--- src/rtl/i2c_txn_arbiter.sv ---
// Round-robin arbiter sharing one I2C master among NUM_REQ requesters, with an inter-transaction idle gap.
// Optional per-transaction watchdog enabled by defining I2C_ARB_TIMEOUT_EN.
module i2c_txn_arbiter #(
  parameter int NUM_REQ        = 4,
  parameter int ADDR_LEN       = 7,
  parameter int DATA_LEN       = 8,
  parameter int GAP_CYCLES     = 8,
  parameter int TIMEOUT_CYCLES = 4096
) (
  input  logic                         clk,
  input  logic                         rst,
  input  logic [NUM_REQ-1:0]           req,
  input  logic [NUM_REQ*ADDR_LEN-1:0]  req_addr,
  input  logic [NUM_REQ-1:0]           req_rw,
  input  logic [NUM_REQ*DATA_LEN-1:0]  req_data_1,
  input  logic [NUM_REQ*DATA_LEN-1:0]  req_data_2,
  output logic [NUM_REQ-1:0]           gnt,
  output logic [NUM_REQ-1:0]           done,
  output logic                         err,
  output logic                         busy,
  output logic                         m_start,
  output logic [ADDR_LEN-1:0]          m_add_reg,
  output logic                         m_R_W,
  output logic [DATA_LEN-1:0]          m_data_1,
  output logic [DATA_LEN-1:0]          m_data_2,
  input  logic                         m_free
);

  localparam int IW  = (NUM_REQ > 1) ? $clog2(NUM_REQ) : 1;
  localparam int IW1 = IW + 1;

  // Elaboration marker only: this block exists solely when a parameter is out of range.
  if (NUM_REQ < 2 || NUM_REQ > 8 || GAP_CYCLES < 1 || GAP_CYCLES > 255 || TIMEOUT_CYCLES < 2)
  begin : g_param_out_of_range
  end

  typedef enum logic [1:0] {IDLE, LAUNCH, WAIT_FREE, DONE} state_t;

  // Handshake: m_start is raised at grant and held until the master is seen busy (m_free=0);
  // the transaction ends when m_free returns to 1. done/err are single-cycle pulses to the owner.
  state_t          state;
  logic [IW-1:0]   rr_ptr;
  logic [IW-1:0]   cur;
  logic [IW-1:0]   sel;
  logic [IW1-1:0]  idx;
  logic            found;
  logic [7:0]      gap_cnt;
  logic            gap_ok;
  logic            wd_expire;

  assign gap_ok = (gap_cnt == 8'(GAP_CYCLES));

  // First set request searching upward from rr_ptr, wrapping at NUM_REQ.
  always_comb begin
    sel   = rr_ptr;
    found = 1'b0;
    idx   = '0;
    for (int k = 0; k < NUM_REQ; k++) begin
      idx = {1'b0, rr_ptr} + IW1'(k);
      if (idx >= IW1'(NUM_REQ)) idx = idx - IW1'(NUM_REQ);
      if (!found && req[idx[IW-1:0]]) begin
        found = 1'b1;
        sel   = idx[IW-1:0];
      end
    end
  end

  always_ff @(posedge clk or posedge rst) begin
    if (rst) begin
      state     <= IDLE;
      gnt       <= '0;
      done      <= '0;
      busy      <= 1'b0;
      m_start   <= 1'b0;
      m_add_reg <= '0;
      m_R_W     <= 1'b0;
      m_data_1  <= '0;
      m_data_2  <= '0;
      rr_ptr    <= '0;
      cur       <= '0;
      gap_cnt   <= 8'(GAP_CYCLES);
    end else begin
      done <= '0;
      case (state)
        IDLE: begin
          if (!gap_ok) gap_cnt <= gap_cnt + 8'd1;
          if (gap_ok && m_free && found) begin
            state     <= LAUNCH;
            gnt       <= {{(NUM_REQ-1){1'b0}}, 1'b1} << sel;
            cur       <= sel;
            m_add_reg <= req_addr[sel*ADDR_LEN +: ADDR_LEN];
            m_R_W     <= req_rw[sel];
            m_data_1  <= req_data_1[sel*DATA_LEN +: DATA_LEN];
            m_data_2  <= req_data_2[sel*DATA_LEN +: DATA_LEN];
            m_start   <= 1'b1;
            busy      <= 1'b1;
          end
        end
        LAUNCH: begin
          if (wd_expire) begin
            m_start <= 1'b0;
            state   <= DONE;
            done    <= gnt;
            gnt     <= '0;
          end else if (!m_free) begin
            m_start <= 1'b0;
            state   <= WAIT_FREE;
          end
        end
        WAIT_FREE: begin
          if (wd_expire || m_free) begin
            state <= DONE;
            done  <= gnt;
            gnt   <= '0;
          end
        end
        DONE: begin
          busy    <= 1'b0;
          rr_ptr  <= (cur == IW'(NUM_REQ-1)) ? '0 : cur + IW'(1);
          gap_cnt <= 8'd0;
          state   <= IDLE;
        end
        default: state <= IDLE;
      endcase
    end
  end

`ifdef I2C_ARB_TIMEOUT_EN
  localparam int WW = $clog2(TIMEOUT_CYCLES);
  logic [WW-1:0] wdog;
  logic          in_txn;

  assign in_txn    = (state == LAUNCH) || (state == WAIT_FREE);
  assign wd_expire = in_txn && (wdog == WW'(TIMEOUT_CYCLES-1));

  // Counter is zero on the first LAUNCH cycle, so expiry lands TIMEOUT_CYCLES cycles after grant.
  always_ff @(posedge clk or posedge rst) begin
    if (rst) begin
      wdog <= '0;
      err  <= 1'b0;
    end else begin
      err <= wd_expire;
      if (!in_txn) wdog <= '0;
      else         wdog <= wdog + WW'(1);
    end
  end
`else
  assign wd_expire = 1'b0;
  assign err       = 1'b0;
`endif

endmodule

--- config.mk ---
export PLATFORM = sky130hd
export DESIGN_NAME = i2c_txn_arbiter
export DESIGN_NICKNAME = d
export VERILOG_FILES = /design/src/rtl/i2c_txn_arbiter.sv
export SDC_FILE = /design/constraint.sdc
export NUM_CORES = 1
export LEC_CHECK = 0
export CORE_ASPECT_RATIO = 0.8
export CORE_MARGIN = 1.5
export CORE_UTILIZATION = 41
export DETAILED_ROUTE_END_ITERATION = 8
export PLACE_DENSITY_LB_ADDON = 0.12
export SLEW_MARGIN = 20
export SYNTH_ARGS = -nofsm -noshare
export SYNTH_HDL_FRONTEND = slang
export SYNTH_SLANG_ARGS = --single-unit
--- constraint.sdc ---
create_clock -name clk -period 2.7 [get_ports clk]
set_input_delay 0.54 -clock clk [delete_from_list [all_inputs] [get_ports clk]]
set_output_delay 0.54 -clock clk [all_outputs]
set_load 0.05 [all_outputs]
After elaboration in Yosys (flattened, before gate mapping):

Cells that the tools add are included.

* flip-flop bits (word level): 48
* input bits: 103
* word-level logic and storage cells: 100

* add/sub/neg operators: 9
* multipliers: 1
* $lt $le $gt $ge: 9
* equal/unequal tests: 9
* shift operators: 4
* mux-type cells: 38
* reduce and logical (&&, ||, !) cells: 18

Operators with widths (number)
* $shiftx A32 B6 Y8: 2
* $shiftx A28 B6 Y7: 1
* $mux W2: 12
* $mux W4: 4
* $pmux W8 S2: 1
* $lt A2 B3 Y1 const B: 5
* $mux W1: 11
* $bmux W1 S2: 5
* $ge A3 B3 Y1 const B: 3
* $reduce_and A3 Y1: 3
* $add A8 B1 Y8 const B: 1
* $eq A8 B4 Y1 const B: 1
* $mux W8: 1
* $ne A2 B2 Y1 const B: 4
* $pmux W2 S4: 1
* $pmux W4 S2: 1
* $sub A2 B1 Y2 const B: 4
* $add A2 B2 Y3 const B: 2
* $eq A2 B2 Y1 const B: 3
* $reduce_and A2 Y1: 3
* $reduce_bool A2 Y1: 3
* $logic_and A1 B1 Y1: 5
* $mul A2 B3 Y5 const B: 1
* $pmux W1 S2: 2
* 7 further kinds: 9

Longest topological paths before layout:

Gate-level depths: netlist (run 1).

* word-level depth: 17
* gate-level depth with buffers: 9
* depth with buffers taken out: 7

Worst setup path after synthesis (run 1):

Ideal clock, no wire load.

* path kind: register to register
* start point: reg gap_cnt[0]
* end point: reg m_data_2[1]
* setup time: 0.121 ns
* arrival time: 1.824 ns
* required time: 2.579 ns
* setup slack: 0.755 ns
* stages on the path, launching flop included: 10
* period minus slack after synthesis: 1.945 ns
* cells stage by stage: dfrtp_1 -> inv_1 -> ha_1 -> and4bb_4 -> nand3_4 -> or2_1 -> buf_6 -> buf_6 -> a221o_1 -> o22a_1

* cells in the longest elaborated chain, start to end: 4

RTL lines
* start, declared: line 47 `logic [7:0] gap_cnt;`
* start signal, assigned: line 81 `gap_cnt <= 8'(GAP_CYCLES);`
* start signal, assigned: line 86 `if (!gap_ok) gap_cnt <= gap_cnt + 8'd1;`
* $eq A8 B4 Y1: line 51 `assign gap_ok = (gap_cnt == 8'(GAP_CYCLES));`
* $logic_and A1 B1 Y1 (2 in a row): line 87 `if (gap_ok && m_free && found) begin`
* $reduce_and A2 Y1 (no source line)
* end signal, assigned: line 94 `m_data_2 <= req_data_2[sel*DATA_LEN +: DATA_LEN];`
* end, declared: line 25 `output logic [DATA_LEN-1:0] m_data_2,`

Every way passes these cells.
A chain may end at the register's enable or synchronous reset.

Worst setup path after layout (run 1):

* start point: in req[0]
* end point: reg m_add_reg[6]

* cells in the longest elaborated chain, start to end: 14

RTL lines
* start, declared: line 12 `input logic [NUM_REQ-1:0] req,`
* $bmux W1 S2: line 61 `if (!found && req[idx[IW-1:0]]) begin`
* $mux W1 (implied by the code): line 61
* $mux W1: line 61
* $logic_not A1 Y1: line 61
* $logic_and A1 B1 Y1: line 61
* $mux W1: line 61
* $logic_not A1 Y1: line 61
* $logic_and A1 B1 Y1: line 61
* $mux W1: line 61
* $logic_not A1 Y1: line 61
* $logic_and A1 B1 Y1: line 61
* $mux W2 or $mux W1 (tied branches): line 61
* $mul A2 B3 Y5 or $logic_and A1 B1 Y1 (tied branches): line 91, 87
* $shiftx A28 B6 Y7 or $reduce_and A2 Y1 (tied branches)
* end signal, assigned: line 91 `m_add_reg <= req_addr[sel*ADDR_LEN +: ADDR_LEN];`
* end, declared: line 22 `output logic [ADDR_LEN-1:0] m_add_reg,`

Parallel ways exist; a longest one is shown, timed or not. The select of a mux whose other input is x is not followed.

==> flow_summary.yaml, run 1 <==
pwr:
  power.internal_mw: 2.45
  p_seq_share_pct: 26.7
  p_sw_mw: 2.28
  powerDensity_nw_per_um2: 991
  clkPwrFrac_pct: 12.0
  power_frac_comb_pct: 61.2
  total_power_mw: 4.73
  p_leak_nw: 1.89
  peakVddDrop_mv: 0.483
  switching_share_pct: 48.1
worst_hold_path:
  worstHoldPathType: "reg -> reg"
  holdCritStartpoint: "m_data_2[3]$_DFFE_PP0P_"
  worstHoldPathCells: 1
  holdPathEnd: "m_data_2[3]$_DFFE_PP0P_"
worst_setup_path:
  cp-end-kind: "register"
  max_stage_delay_ns: 0.85
  r2r_start: "rr_ptr[1]$_DFFE_PP0P_"
  critPathLaunchType: "input pin"
  arrival_ns: 2.71
  critPathKind: "in -> reg"
  r2r_cells: 5
  worst-path-buf-inv: 1
  r2r_end: "m_add_reg[6]$_DFFE_PP0P_"
  critical-path-top-delay-family: "simple AND/OR/NAND/NOR gates"
  reg2reg_slack_ns: 0.38
  path_cells: "clkdlybuf4s50_1 -> nor2b_2 -> nor4_2 -> nor2_1 -> a21oi_1 -> o22a_1"
  crit_path_top_delay_cell: "nor2_1"
  path_max_fanout: 15
  cp.required_ns: 2.89
cells_and_area:
  reg_top3: "gap_cnt x8, m_data_1 x8, m_data_2 x8"
  stdcell_area_um2: 4780
  num_antenna_cells: 0
  nets: 563
  area_growth_pct: 51.6
  drive_above_1_share_pct: 10.6
floorplan:
  initial_core_util_pct: 42.4
  num_io_pins: 138
  die_w_um: 101
  core_um2: 7430
  dieHeight_um: 81.4
  fp-row-count: 28
  dieArea_um2: 8220
timing:
  setup_viol: 0
  fin_skew_ns: 0.0160
  fin_crit_ns: 2.51
  whs_ns: 0.517
  fmax_mhz: 398
  tightest_slew_ns: 1.11
  slew_viol_final: 0
  rsz0062_at_grt: "no"
  hold_viol: 0
  post-route-period-util_pct: 93.1
  relSlewSlack_pct: 25.8
global_routing:
  grt_pass1_vias: 3163
  antenna_found_initial: 0
  grt_pass1_wl_um: 16800
  grt_remaining_overflow: 0
  grt_max_degree: 32
  track_usage_pct: 26.7
cts:
  cts_root_buf: "clkbuf_8"
  post-cts-setup-buffers: 0
  cts_tree: "done"
  cts_resized: 0
  cts.sinks: 48
  cts.path.max_buffers: 2
  clock_latency_ns: 0.31
  numCtsBuffers: 5
  cts_hold_buf: 0
  ctsHtreeMaxLevel: 2
  clk_pin_slew_ns: 0.10
synthesis:
  synthArstFlopShare_pct: 100
  syn_area_per_cell_um2: 9.72
  yosysMostFrequentCell: "dfrtp_1"
  ys_seq_elements: 48
  seq_area_frac_synth_pct: 38.2
  synth_area_leaders: "dfrtp_1 37%, a221o_1 7.6%, o22a_1 7.2%"
  synth_fp_nets: 434
  synth-edff-count: 0
  synth_top_area_share_pct: 37.3
  synth_flop_cell: "dfrtp_1"
  syn_inst: 324
  ys.warnings.count: 0
  syn_area_um2: 3150
  synth_area_leader_cell: "dfrtp_1"
  synthTopCellsByCount: "47 x dfrtp_1, 30 x a21oi_1, 26 x nand4_1, 26 x o22a_1"
  ys_types: 58
placement:
  gp_congestion: 0.841
  portBuffers: 136
  dp_hpwl_um: 8120
  place_area_um2: 4650
flow_run:
  max_cap_violations: 0
drt:
  vias_per_cell: 5.81
  drtPass1Iterations: 4
  ant_nets: 0
  drt-total-wl_um: 11200
  drc: 0
  routed-via-count: 3248
  wl_per_cell_um: 20.0
  drt_iter0_drc: 208
run_status:
  outcome: "complete, no violations"
-- worst max-delay path by stage --
stage,cells past startpoint,start,end
2_1_floorplan,9,gap_cnt[0]$_DFFE_PP0P_,m_data_2[1]$_DFFE_PP0P_
3_3_place_gp,6,req[0],m_data_1[4]$_DFFE_PP0P_
3_5_place_dp,6,req[0],m_data_1[4]$_DFFE_PP0P_
4_1_cts,6,req[0],m_add_reg[6]$_DFFE_PP0P_
5_1_grt,6,req[0],m_data_1[7]$_DFFE_PP0P_
6_report,6,req[0],m_add_reg[6]$_DFFE_PP0P_
-- cells by family after synthesis --
kind of cell	count (synthesis)	synth area share, %
adders and majority gates	7	2.78
muxes	4	1.35
and+or+nand+nor	87	17.3
xor gates and xnor gates	4	1.11
DFF	48	38.2
AOI/OAI and AO/OA	131	32.2
other	1	0.119
buffers and inverters	42	6.99
-- layout by cell type (no fill, tap or decap), drive strengths merged, types with 3 or more instances in the layout --
| master | n |
|---|---|
| o22ai | 3 |
| buf | 21 |
| o21ai | 9 |
| nand2b | 4 |
| a21oi | 31 |
| o22a | 26 |
| or3 | 3 |
| dfrtp | 47 |
| a221o | 24 |
| o31ai | 24 |
| and3 | 5 |
| inv | 7 |
| clkbuf | 6 |
| nor2 | 14 |
| ha | 7 |
| nand2 | 10 |
| nand3 | 3 |
| nor3 | 4 |
| nor2b | 4 |
| a22o | 4 |
| nor3b | 3 |
| clkdlybuf4s50 | 136 |
| nand4 | 26 |
-- power groups by stage --
stage | combinational (mW) | clock (mW) | sequential [mW]
floorplan | 1.21 | 0 | 1.98
global placement | 2.83 | 0 | 1.26
detailed placement | 2.88 | 0 | 1.28
CTS | 2.89 | 0.577 | 1.26
global route | 3.05 | 0.604 | 1.31
finish | 2.90 | 0.569 | 1.26
-- worst register-to-register path, cell delays in order (launching register included) --
cell and delay, ns:
dfrtp_1 0.70, and3b_1 0.26, nor4_2 0.06, nor2_1 0.85
a21oi_1 0.13, o22a_1 0.23
-- per-stage QoR --
step | utilization, % | TNS (ns) | cells | setup slack, ns
floorplan | - | 0 | 324 | 0.755
global placement | 62.6 | -0.0996 | 551 | -0.0400
detailed placement | 62.6 | -2.58 | 551 | -0.154
CTS | 64.2 | 0 | 559 | 0.159
global route | 64.3 | 0 | 559 | 0.0735
finish | 64.3 | 0 | 559 | 0.187
-- cell type report --
type / count / area (um2)
fillers: 634 / 2650
multi-input cells: 234 / 1740
repair buffers: 157 / 1560
flip-flops and latches: 48 / 1200
well taps: 105 / 131
clock buffers: 6 / 82.6
clock inverters: 2 / 38.8
inverters: 7 / 26.3
-- metal layers --
metal | wire length, um | up-vias | part of all wire, % | GRT usage (%)
met2 | 5290 | 128 | 47 | 45.3
met1 | 4830 | 1576 | 43 | 34.1
met4 | 162 | 0 | 1.4 | 6.53
met5 | 0 | - | 0 | 0
li1 | - | 1531 | - | -
met3 | 891 | 13 | 8.0 | 6.97
No activity file was read; power rests on OpenSTA's default activity.
==> run 2: changes to the inputs <==
- ABC_CLOCK_PERIOD_IN_PS: not set -> 2700
==> results of run 2 <==
No change in the layout: final DEF, timing and power equal those of run 1.
==> run 3: changes to the inputs <==
- CAP_MARGIN: not set -> 0
- PLACE_DENSITY: not set -> 0.88
- PLACE_DENSITY_LB_ADDON: 0.12 -> not set
==> flow_summary.yaml, run 3 (synthesis gave the netlist of run 1 again) <==
pwr:
  p_seq_share_pct: 27.2
  p_leak_nw: 1.90
  p_sw_mw: 2.28
  peakVddDrop_mv: 0.475
  powerDensity_nw_per_um2: 976
  power.internal_mw: 2.37
  clkPwrFrac_pct: 10.2
  switching_share_pct: 49.0
  power_frac_comb_pct: 62.6
cells_and_area:
  area_growth_pct: 51.4
  reg_top3: "gap_cnt x8, m_data_1 x8, m_data_2 x8"
  num_antenna_cells: 0
  fillers: 603
  final_cell_mix: "136 x clkdlybuf4s50_1, 47 x dfrtp_1, 30 x a21oi_1"
  stdcell_area_um2: 4770
  final_common_cell: "clkdlybuf4s50_1"
  drive_above_1_share_pct: 11.6
  register_area_um2: 1200
  nets: 567
  multi_input_area_um2: 1740
timing:
  tightest_slew_ns: 0.860
  tns_ns: 0
  fin_crit_ns: 2.49
  hold_viol: 0
  rsz0062_at_grt: "no"
  relSlewSlack_pct: 42.5
  fmax_mhz: 402
  post-route-period-util_pct: 92.1
  setup_viol: 0
  slew_viol_final: 0
  fin_skew_ns: 0.0107
placement:
  place_area_um2: 4660
  gp_congestion: 0.946
  portBuffers: 136
  dp_hpwl_um: 8030
drt:
  drt-total-wl_um: 11100
  vias_per_cell: 6.02
  wl_per_cell_um: 19.6
  ant_nets: 0
  drtPass1Iterations: 4
  drt_iter0_drc: 185
  routed-via-count: 3391
  drc: 0
floorplan:
  num_io_pins: 138
  dieHeight_um: 81.4
  initial_core_util_pct: 42.4
  die_w_um: 101
  fp-row-count: 28
  core_um2: 7430
  dieArea_um2: 8220
flow_run:
  max_cap_violations: 0
cts:
  cts.sinks: 48
  cts.path.max_buffers: 2
  post-cts-setup-buffers: 0
  numCtsBuffers: 5
  cts_tree: "done"
  cts_hold_buf: 0
  ctsHtreeMaxLevel: 2
  cts_resized: 0
  clock_latency_ns: 0.31
  clk_pin_slew_ns: 0.10
  cts_root_buf: "clkbuf_8"
global_routing:
  grt_pass1_vias: 3358
  antenna_found_initial: 0
  grt_pass1_wl_um: 17000
  grt_max_degree: 27
  grt_remaining_overflow: 0
  track_usage_pct: 26.5
worst_setup_path:
  critPathLaunchType: "input pin"
  r2r_cells: 5
  arrival_ns: 2.73
  cp-end-kind: "register"
  r2r_end: "m_add_reg[5]$_DFFE_PP0P_"
  cp.required_ns: 2.95
  r2r_start: "rr_ptr[1]$_DFFE_PP0P_"
  path_max_fanout: 15
  critPathKind: "in -> reg"
  reg2reg_slack_ns: 0.49
worst_hold_path:
  worstHoldPathType: "reg -> reg"
  holdCritStartpoint: "cur[1]$_DFFE_PP0P_"
  worstHoldPathCells: 2
  holdPathEnd: "cur[1]$_DFFE_PP0P_"
run_status:
  outcome: "complete, no violations"
[run 3: changes by cell type in the layout (fill, tap and decap cells not counted), sizes merged]
cell and delta:
buf +4, bufinv -1, inv +1
[run 3: critical path, stage by stage]
cell and delay [ns]:
clkdlybuf4s50_1 0.57, buf_4 0.22, nor3b_1 0.18, nor2_1 0.09, o311ai_4 0.71, a221o_1 0.29
o22a_1 0.12
[run 3: how the worst max path moves through the flow]
stage,from,end
floorplan,gap_cnt[0]$_DFFE_PP0P_,m_data_2[1]$_DFFE_PP0P_
global placement,req[2],m_data_2[4]$_DFFE_PP0P_
detailed placement,req[2],m_add_reg[5]$_DFFE_PP0P_
CTS,req[2],m_add_reg[5]$_DFFE_PP0P_
global route,req[2],m_add_reg[5]$_DFFE_PP0P_
finish,req[2],m_add_reg[5]$_DFFE_PP0P_
[run 3: layout make-up]
| type | count | area share (%) |
|---|---|---|
| Clock inverter | 2 | 0.288 |
| Tap cell | 105 | 2.75 |
| Multi-Input combinational cell | 234 | 36.5 |
| Sequential cell | 48 | 25.2 |
| Inverter | 7 | 0.551 |
| Timing Repair Buffer | 161 | 33.0 |
| Clock buffer | 6 | 1.73 |
[run 3: per-stage QoR]
step	util, %	hold slack [ns]	std cells	setup slack (ns)	power, mW
3_3_place_gp	62.8	0.474	555	-0.148	4.08
6_report	64.2	0.509	563	0.212	4.66
2_1_floorplan	-	0.458	324	0.755	3.18
4_1_cts	64.1	0.513	563	0.0669	4.63
3_5_place_dp	62.8	0.489	555	-0.261	4.16
5_1_grt	64.2	0.529	563	0.0967	4.90
[run 3: layer usage]
layer	vias up	GRT usage [%]	share of wire [%]
li1	1549	-	-
met1	1651	34.1	42
met2	164	45.5	48
met3	27	4.48	7.2
met4	0	9.44	2.8
met5	-	0	0
[run 3: power by group through the flow]
stage | clock (mW) | sequential (mW) | combinational [mW]
2_1_floorplan | 0 | 1.98 | 1.21
3_3_place_gp | 0 | 1.26 | 2.82
3_5_place_dp | 0 | 1.27 | 2.88
4_1_cts | 0.480 | 1.26 | 2.89
5_1_grt | 0.514 | 1.30 | 3.08
6_report | 0.474 | 1.27 | 2.92
